--- config.mk ---
export PLATFORM = sky130hd
export DESIGN_NAME = alu_share_arbiter
export DESIGN_NICKNAME = d
export VERILOG_FILES = /design/src/rtl/alu_share_arbiter.sv
export SDC_FILE = /design/constraint.sdc
export NUM_CORES = 1
export LEC_CHECK = 0
export CAP_MARGIN = 10
export CORE_ASPECT_RATIO = 1.75
export CORE_UTILIZATION = 52
export CTS_BUF_LIST = sky130_fd_sc_hd__clkbuf_16
export DETAILED_ROUTE_END_ITERATION = 8
export GPL_TIMING_DRIVEN = 0
export PLACE_DENSITY_LB_ADDON = 0.15
export SYNTH_ARGS = -nofsm -noshare
export SYNTH_HDL_FRONTEND = slang
export SYNTH_SLANG_ARGS = --single-unit
--- constraint.sdc ---
create_clock -name clk -period 2.3 [get_ports clk]
set_input_delay 0.23 -clock clk [delete_from_list [all_inputs] [get_ports clk]]
set_output_delay 0.23 -clock clk [all_outputs]
set_load 0.005 [all_outputs]
--- src/rtl/alu_share_arbiter.sv ---
// -----------------------------------------------------------------------------
// alu_share_arbiter
//
// Shares one combinational alu_8bit between two requesters. In IDLE a single
// pending request is granted directly, and two pending requests are arbitrated
// round-robin. The accepted operands are registered and executed for one cycle
// (EXEC). The result is then held in the response registers (RESP) until the
// consumer takes it. Only one operation is in flight at any time.
//
// Handshake rule, used on every port pair: a transfer happens on a rising
// clock edge where valid and ready are both high. The ready signals are
// combinational from state and valid. A requester must hold a/b/op stable
// while its valid is high and its ready is low.
//
// Ports:
//   clk, rst_n            clock, asynchronous active-low reset
//   req0_*, req1_*        valid/ready request channels with operands a, b, op
//   rsp_valid/rsp_ready   response channel carrying rsp_id, rsp_y, rsp_cout
//   busy                  high whenever the FSM is not in IDLE
//   done_cnt              completed response handshakes, wraps modulo 2^CNT_W
//
// alu_8bit opcodes:
//   000 ADD  y = a + b        cout = carry out
//   001 SUB  y = a - b        cout = borrow (a < b)
//   010 AND  cout = 0
//   011 OR   cout = 0
//   100 XOR  cout = 0
//   101 NOT  y = ~a           cout = 0
//   110 SHL  y = a << 1       cout = a[7]
//   111 SHR  y = a >> 1       cout = a[0]
// -----------------------------------------------------------------------------
module alu_8bit (
  input  logic [7:0] a,
  input  logic [7:0] b,
  input  logic [2:0] op,
  output logic [7:0] y,
  output logic       cout
);
  logic [8:0] sum;
  logic [8:0] dif;

  assign sum = {1'b0, a} + {1'b0, b};
  // Two's-complement subtract. Bit 8 is the carry, which is the inverse of
  // the borrow.
  assign dif = {1'b0, a} + {1'b0, ~b} + 9'd1;

  always_comb begin
    y    = 8'h00;
    cout = 1'b0;
    case (op)
      3'b000: begin y = sum[7:0]; cout = sum[8];  end
      3'b001: begin y = dif[7:0]; cout = ~dif[8]; end
      3'b010: y = a & b;
      3'b011: y = a | b;
      3'b100: y = a ^ b;
      3'b101: y = ~a;
      3'b110: begin y = {a[6:0], 1'b0}; cout = a[7]; end
      3'b111: begin y = {1'b0, a[7:1]}; cout = a[0]; end
      default: begin y = 8'h00; cout = 1'b0; end
    endcase
  end
endmodule

module alu_share_arbiter #(
  parameter int CNT_W = 16
) (
  input  logic             clk,
  input  logic             rst_n,
  input  logic             req0_valid,
  output logic             req0_ready,
  input  logic [7:0]       req0_a,
  input  logic [7:0]       req0_b,
  input  logic [2:0]       req0_op,
  input  logic             req1_valid,
  output logic             req1_ready,
  input  logic [7:0]       req1_a,
  input  logic [7:0]       req1_b,
  input  logic [2:0]       req1_op,
  output logic             rsp_valid,
  input  logic             rsp_ready,
  output logic             rsp_id,
  output logic [7:0]       rsp_y,
  output logic             rsp_cout,
  output logic             busy,
  output logic [CNT_W-1:0] done_cnt
);

  typedef enum logic [1:0] {
    S_IDLE = 2'd0,
    S_EXEC = 2'd1,
    S_RESP = 2'd2
  } state_t;

  state_t     state;
  state_t     state_nxt;

  logic       rr_ptr;     // preferred requester when both are pending
  logic       grant_vld;  // an operation is accepted this cycle
  logic       grant_id;   // which requester is accepted

  logic [7:0] opr_a;
  logic [7:0] opr_b;
  logic [2:0] opr_op;
  logic       opr_id;

  logic [7:0] alu_y;
  logic       alu_cout;

  // Next state and grant decision
  always_comb begin
    state_nxt = state;
    grant_vld = 1'b0;
    grant_id  = 1'b0;
    case (state)
      S_IDLE: begin
        if (req0_valid || req1_valid) begin
          grant_vld = 1'b1;
          if (req0_valid && req1_valid) grant_id = rr_ptr;
          else                          grant_id = req1_valid;
          state_nxt = S_EXEC;
        end
      end
      S_EXEC: state_nxt = S_RESP;
      S_RESP: if (rsp_ready) state_nxt = S_IDLE;
      default: state_nxt = S_IDLE;
    endcase
  end

  // Gating with rst_n keeps both readies low for the whole reset window,
  // including the time before the first clock edge.
  assign req0_ready = rst_n & grant_vld & ~grant_id;
  assign req1_ready = rst_n & grant_vld &  grant_id;

  assign rsp_valid  = (state == S_RESP);
  assign busy       = (state != S_IDLE);

  // The ALU sees only the registered operands, so requester inputs can move
  // freely once they have been accepted.
  alu_8bit u_alu (
    .a    (opr_a),
    .b    (opr_b),
    .op   (opr_op),
    .y    (alu_y),
    .cout (alu_cout)
  );

  always_ff @(posedge clk or negedge rst_n) begin
    if (!rst_n) begin
      state    <= S_IDLE;
      rr_ptr   <= 1'b0;
      opr_a    <= 8'h00;
      opr_b    <= 8'h00;
      opr_op   <= 3'b000;
      opr_id   <= 1'b0;
      rsp_id   <= 1'b0;
      rsp_y    <= 8'h00;
      rsp_cout <= 1'b0;
      done_cnt <= '0;
    end else begin
      state <= state_nxt;
      if (grant_vld) begin
        opr_a  <= grant_id ? req1_a  : req0_a;
        opr_b  <= grant_id ? req1_b  : req0_b;
        opr_op <= grant_id ? req1_op : req0_op;
        opr_id <= grant_id;
      end
      if (state == S_EXEC) begin
        rsp_y    <= alu_y;
        rsp_cout <= alu_cout;
        rsp_id   <= opr_id;
      end
      if ((state == S_RESP) && rsp_ready) begin
        done_cnt <= done_cnt + {{(CNT_W-1){1'b0}}, 1'b1};
        // The pointer moves only here, so a lone requester is served
        // back-to-back.
        rr_ptr   <= ~rsp_id;
      end
    end
  end

endmodule

# Yosys cells after proc, flatten, opt, wreduce, memory -nomap -nowiden
# Index checks and enable logic that the tools add are counted.
# totals
register_bits	49
latch_bits	0
ram_bits	0
romBits	0
in_bits	43
out_inout_bits	30
word_cells	56
n_memories	0
# classes
n_addsub	4
mul	0
n_div	0
order_cmp	0
eq_ne	11
shifts	0
n_mux	13
bitwise	11
reduce_logical	7
# op_table
operator	n
one-hot mux 8 bit (8 select lines)	1
adder 8 x 8 -> 9 bit	2
adder 16 x 1 -> 16 bit, second input constant	1
two-way mux 8 bit	2
NOT 8 bit	2
== test 3 bit, second input constant	4
adder 9 x 1 -> 9 bit, second input constant	1
bitwise AND 8 bit	1
bitwise OR 8 bit	1
XOR 8 bit	1
== test 3 x 2 -> 1 bit, second input constant	2
one-hot mux 2 bit (3 select lines)	1
two-way mux 1 bit	5
two-way mux 2 bit	2
one-hot mux 1 bit (4 select lines)	1
bitwise AND 1 bit	3
== test 3 x 1 -> 1 bit, second input constant	1
zero test 3 bit	1
two-way mux 3 bit	1
NOT 1 bit	3
== test 2 x 1 -> 1 bit, second input constant	1
== test 2 bit, second input constant	1
logical AND 1 bit	2
zero test 2 bit	1
5 further kinds	5

# Longest topological paths before layout
# logic_depth
ltp_word	6
mapped_depth	8
mapped_depth_nobuf	8

# Hierarchy
# Synthesis repeated with hierarchy kept, for this count alone.
# unflattened
hier_cells	395
area_unflattened_um2	3601.0
# modules_own_cells
mod	instances	cells_each	area_per_inst_um2	seq_area_each_um2
alu_share_arbiter	1	197	2143.3	1226.2
alu_8bit	1	198	1457.6	0.0

# Worst setup path after synthesis
# Ideal clock, no wire load.
# synth_timing
path_type	reg2reg
startpoint	reg opr_a[1]
endpoint	reg rsp_y[5]
setup_ns	0.088
arrival_time_ns	2.005
required_time_ns	2.212
setup_slack_ns	0.207
path_stages_with_launch	8
n_path_buf	0
period_less_slack_ns	2.093
path_cell_list	dfrtp_1 > inv_1 > ha_1 > o21ba_2 > or3_1 > a21oi_1 > mux2_2 > a41oi_1
# synth_via
elab_chain_len	3
elab_cells_between_ends	4
cone_classes	add/sub (3); mux (1)
# synth_rtl
element	line_no	source
from (decl)	101	logic [7:0] opr_a;
from (signal assigned)	162	opr_a <= grant_id ? req1_a : req0_a;
adder 8 x 8 -> 9 bit	45	assign dif = {1'b0, a} + {1'b0, ~b} + 9'd1;
adder 9 x 1 -> 9 bit	45	
one-hot mux 8 bit (8 select lines) *	50	case (op)
to (signal assigned)	168	rsp_y <= alu_y;
to (decl)	82	output logic [7:0] rsp_y,
# Every way passes the cells marked *; elsewhere a longest branch is shown, timed or not.
# A chain may end at the register's enable or synchronous reset.

# Worst setup path in the final report
# layout_timing
startpoint	reg opr_a[2]
endpoint	reg rsp_y[5]
# The elaborated chain is that of the path after synthesis.

==> flow_metrics.env <==
export IMPL_setup_violations_final=0
export IMPL_io_buffers=72
export IMPL_cp_required_ns=2.51
export IMPL_hold_viol=0
export IMPL_synth_xor_area_share_pct=5.44
export IMPL_power_frac_clock_pct=15.0
export IMPL_clock_skew_ns=0.0101
export IMPL_grt_pass1_wl_um=15000
export IMPL_power_share_sequential_pct=24.0
export IMPL_grt_usage_pct=28.8
export IMPL_synth_warnings=0
export IMPL_hold_path_class="input port to asynchronous set/reset pin"
export IMPL_synth_compound_area_share_pct=20.6
export IMPL_critPathLaunchType="flop"
export IMPL_first_iter_violations=118
export IMPL_avgSynthCellArea_sq_um=9.17
export IMPL_ant_nets=0
export IMPL_postRouteWirelength_um=9010
export IMPL_vias_per_cell=5.80
export IMPL_synth_cell_area_sq_mm=0.00338
export IMPL_dpl_hpwl_um=7160
export IMPL_internal_power_mw=3.62
export IMPL_switching_share_pct=43.4
export IMPL_cts_made_buffers=5
export IMPL_synth_mux_area_fraction_pct=5.73
export IMPL_drv_slew=0
export IMPL_antennaDiodeCount=0
export IMPL_drive_above_1_share_pct=12.3
export IMPL_synthTopCellsByCount="49 x dfrtp_1, 43 x nand2_1, 34 x o21ai_0"
export IMPL_ys_dominant_reg_cell="dfrtp_1"
export IMPL_drtPass1Iterations=4
export IMPL_cts_sinks=49
export IMPL_clk_pin_slew_ns=0.07
export IMPL_synth_edf_count=0
export IMPL_root_buffer="clkbuf_16"
export IMPL_overflow=0
export IMPL_synth_area_leaders="dfrtp_1 36%, ha_1 9.6%, o21ai_0 5.0%"
export IMPL_crit_path_end_kind="flop"
export IMPL_grt_pass1_vias=3036
export IMPL_synth_top_family_by_area="compound AO/OA/AOI/OAI gates"
export IMPL_outcome="complete, no violations"
export IMPL_synth_seq_cells=49
export IMPL_ys_types=56
export IMPL_ios=73
export IMPL_p_leak_nw=1.96
export IMPL_dr_total_vias=3098
export IMPL_initial_core_util_pct=54.3
export IMPL_final_nets=524
export IMPL_die_x_um=63.0
export IMPL_rsz0062_at_grt="false"
export IMPL_synthAdderAreaFrac_pct=10.8
export IMPL_pre_cts_slack_ns=-0.456
export IMPL_synth_cells=369
export IMPL_relSlewSlack_pct=56.2
export IMPL_worstReg2RegEnd="rsp_y[5]"
export IMPL_final_core_utilization_pct=72.3
export IMPL_r2r_start="opr_a[2]"
export IMPL_synth_top_area_share_pct=36.3
export IMPL_rows=38
export IMPL_cts_max_level=2
export IMPL_synth_simple_area_share_pct=14.9
export IMPL_p_comb_share_pct=61.0
export IMPL_cts_buffer_depth=2
export IMPL_max_vdd_ir_drop_uv=825
export IMPL_critPathMaxFanout=9
export IMPL_synth_top_area_cell="dfrtp_1"
export IMPL_antenna_found_initial=0
export IMPL_cap_violations=0
export IMPL_p_sw_mw=2.78
export IMPL_grt_max_degree=28
export IMPL_cts_tree="done"
export IMPL_rr_worst_depth=8
export IMPL_die_area_sq_mm=0.00684
export IMPL_r2r_slack_ns=0.06
export IMPL_die_h_um=109
export IMPL_layout_min_cycle_time_ns=2.24
export IMPL_pwr_density_cell_mw_per_mm2=1420
export IMPL_clkLatencyLatePin_ns=0.30
export IMPL_arrival_ns=2.44
export IMPL_synth_most_common_cell="dfrtp_1"
export IMPL_routedWlPerCell_um=16.9
export IMPL_timing_final_ws_setup_ns=0.0629
export IMPL_post_route_drc_count=0
export IMPL_tightest_slew_ns=0.654
export IMPL_coreArea_sq_mm=0.00623
export IMPL_synth_nets=440
export IMPL_crit_type="flop to flop"
export IMPL_place_congestion=0.975
export IMPL_synth_async_reset_ratio_pct=100
export IMPL_synth_seq_area_share_pct=36.3
export IMPL_fmax_ghz=0.447
export IMPL_syn_to_final_growth_pct=33.2
export IMPL_min_period_over_period_pct=97.3
## worst max path at each step
stage | from | endpoint | slack, ns | depth (start not counted)
finish | opr_a[2] | rsp_y[5] | 0.06 | 8
global route | opr_a[2] | rsp_y[5] | 0.001 | 7
CTS | req0_valid | req0_ready | 0.0006 | 6
detailed placement | req0_valid | req0_ready | -0.46 | 6
global placement | rst_n | req0_ready | -1.11 | 3
floorplan | opr_a[1] | rsp_y[5] | 0.21 | 7
## layer usage
| layer | part of all wire, % | GRT usage, % | up-vias | routed length (um) |
|---|---|---|---|---|
| li1 | - | - | 1486 | - |
| met1 | 37 | 30.6 | 1490 | 3310 |
| met2 | 57 | 54.9 | 102 | 5130 |
| met3 | 3.0 | 3.56 | 20 | 271 |
| met4 | 3.4 | 14.0 | 0 | 303 |
| met5 | 0 | 0 | - | 0 |
## cell families after synthesis
family | Yosys count
buffers and inverters | 48
and+or+nand+nor | 105
muxes | 14
DFF | 49
AOI/OAI and AO/OA | 104
adders and majority gates | 28
xor gates and xnor gates | 21
## what timing repair did
item                                    CTS  global route
hold buffers                              1             0
endpoints found under the setup margin    3             4
pin swaps                                 0             1
buffers inserted                          3             0
hold endpoints to repair                 22             0
resized for setup                        13            10
## sequential cells by signal, indices dropped and copies added (netlist names)
| signal | flops |
|---|---|
| opr_id | 1 |
| done_cnt | 16 |
| opr_b | 8 |
| state | 2 |
| rsp_cout | 1 |
| rsp_y | 8 |
| opr_op | 3 |
| opr_a | 8 |
| rr_ptr | 1 |
| rsp_id | 1 |
## through the flow
stage          power (mW)  setup TNS, ns  hold WS (ns)  instance area, sq um  std cells
6_report             6.40              0         0.407                  4510        534
5_1_grt              6.87              0         0.447                  4510        534
4_1_cts              6.35              0         0.479                  4490        534
3_5_place_dp         5.24         -0.836         0.255                  4220        522
3_3_place_gp         5.18         -22.26         0.461                  4200        521
2_1_floorplan        4.05              0       -0.0656                  3380        369
## final cells by class
type,count,area (sq um)
Buffer,21,125
Clock buffer,5,125
Clock inverter,3,68.8
Fill cell,491,1720
Inverter,27,101
Multi-Input combinational cell,272,1980
Sequential cell,49,1230
Tap cell,80,100
Timing Repair Buffer,77,773
## cell usage in the layout, fill, tap and decap left out, drive strengths merged, types with 8 or more instances in the layout
master,n
dfrtp,49
ha,26
clkbuf,9
clkdlybuf4s50,70
xnor2,16
nand2b,8
o21ai,36
nand2,43
inv,28
buf,22
nor2,20
o221ai,14
a21oi,13
## critical path, cell delays in order, from the launching register on
cell      delay (ns)
dfrtp_1         0.42
inv_1           0.10
ha_1            0.32
buf_2           0.19
o21ai_1         0.21
o21bai_1        0.08
a21oi_1         0.26
mux2_2          0.37
a41oi_1         0.20
## power groups by stage
stage               registers [mW]  logic (mW)  clock network, mW
CTS                           1.53        3.85              0.970
finish                        1.54        3.90              0.957
global placement              1.52        3.66                  0
floorplan                     1.46        2.59                  0
global route                  1.59        4.27               1.00
detailed placement            1.55        3.69                  0
Power figures use the tool's default switching activity.
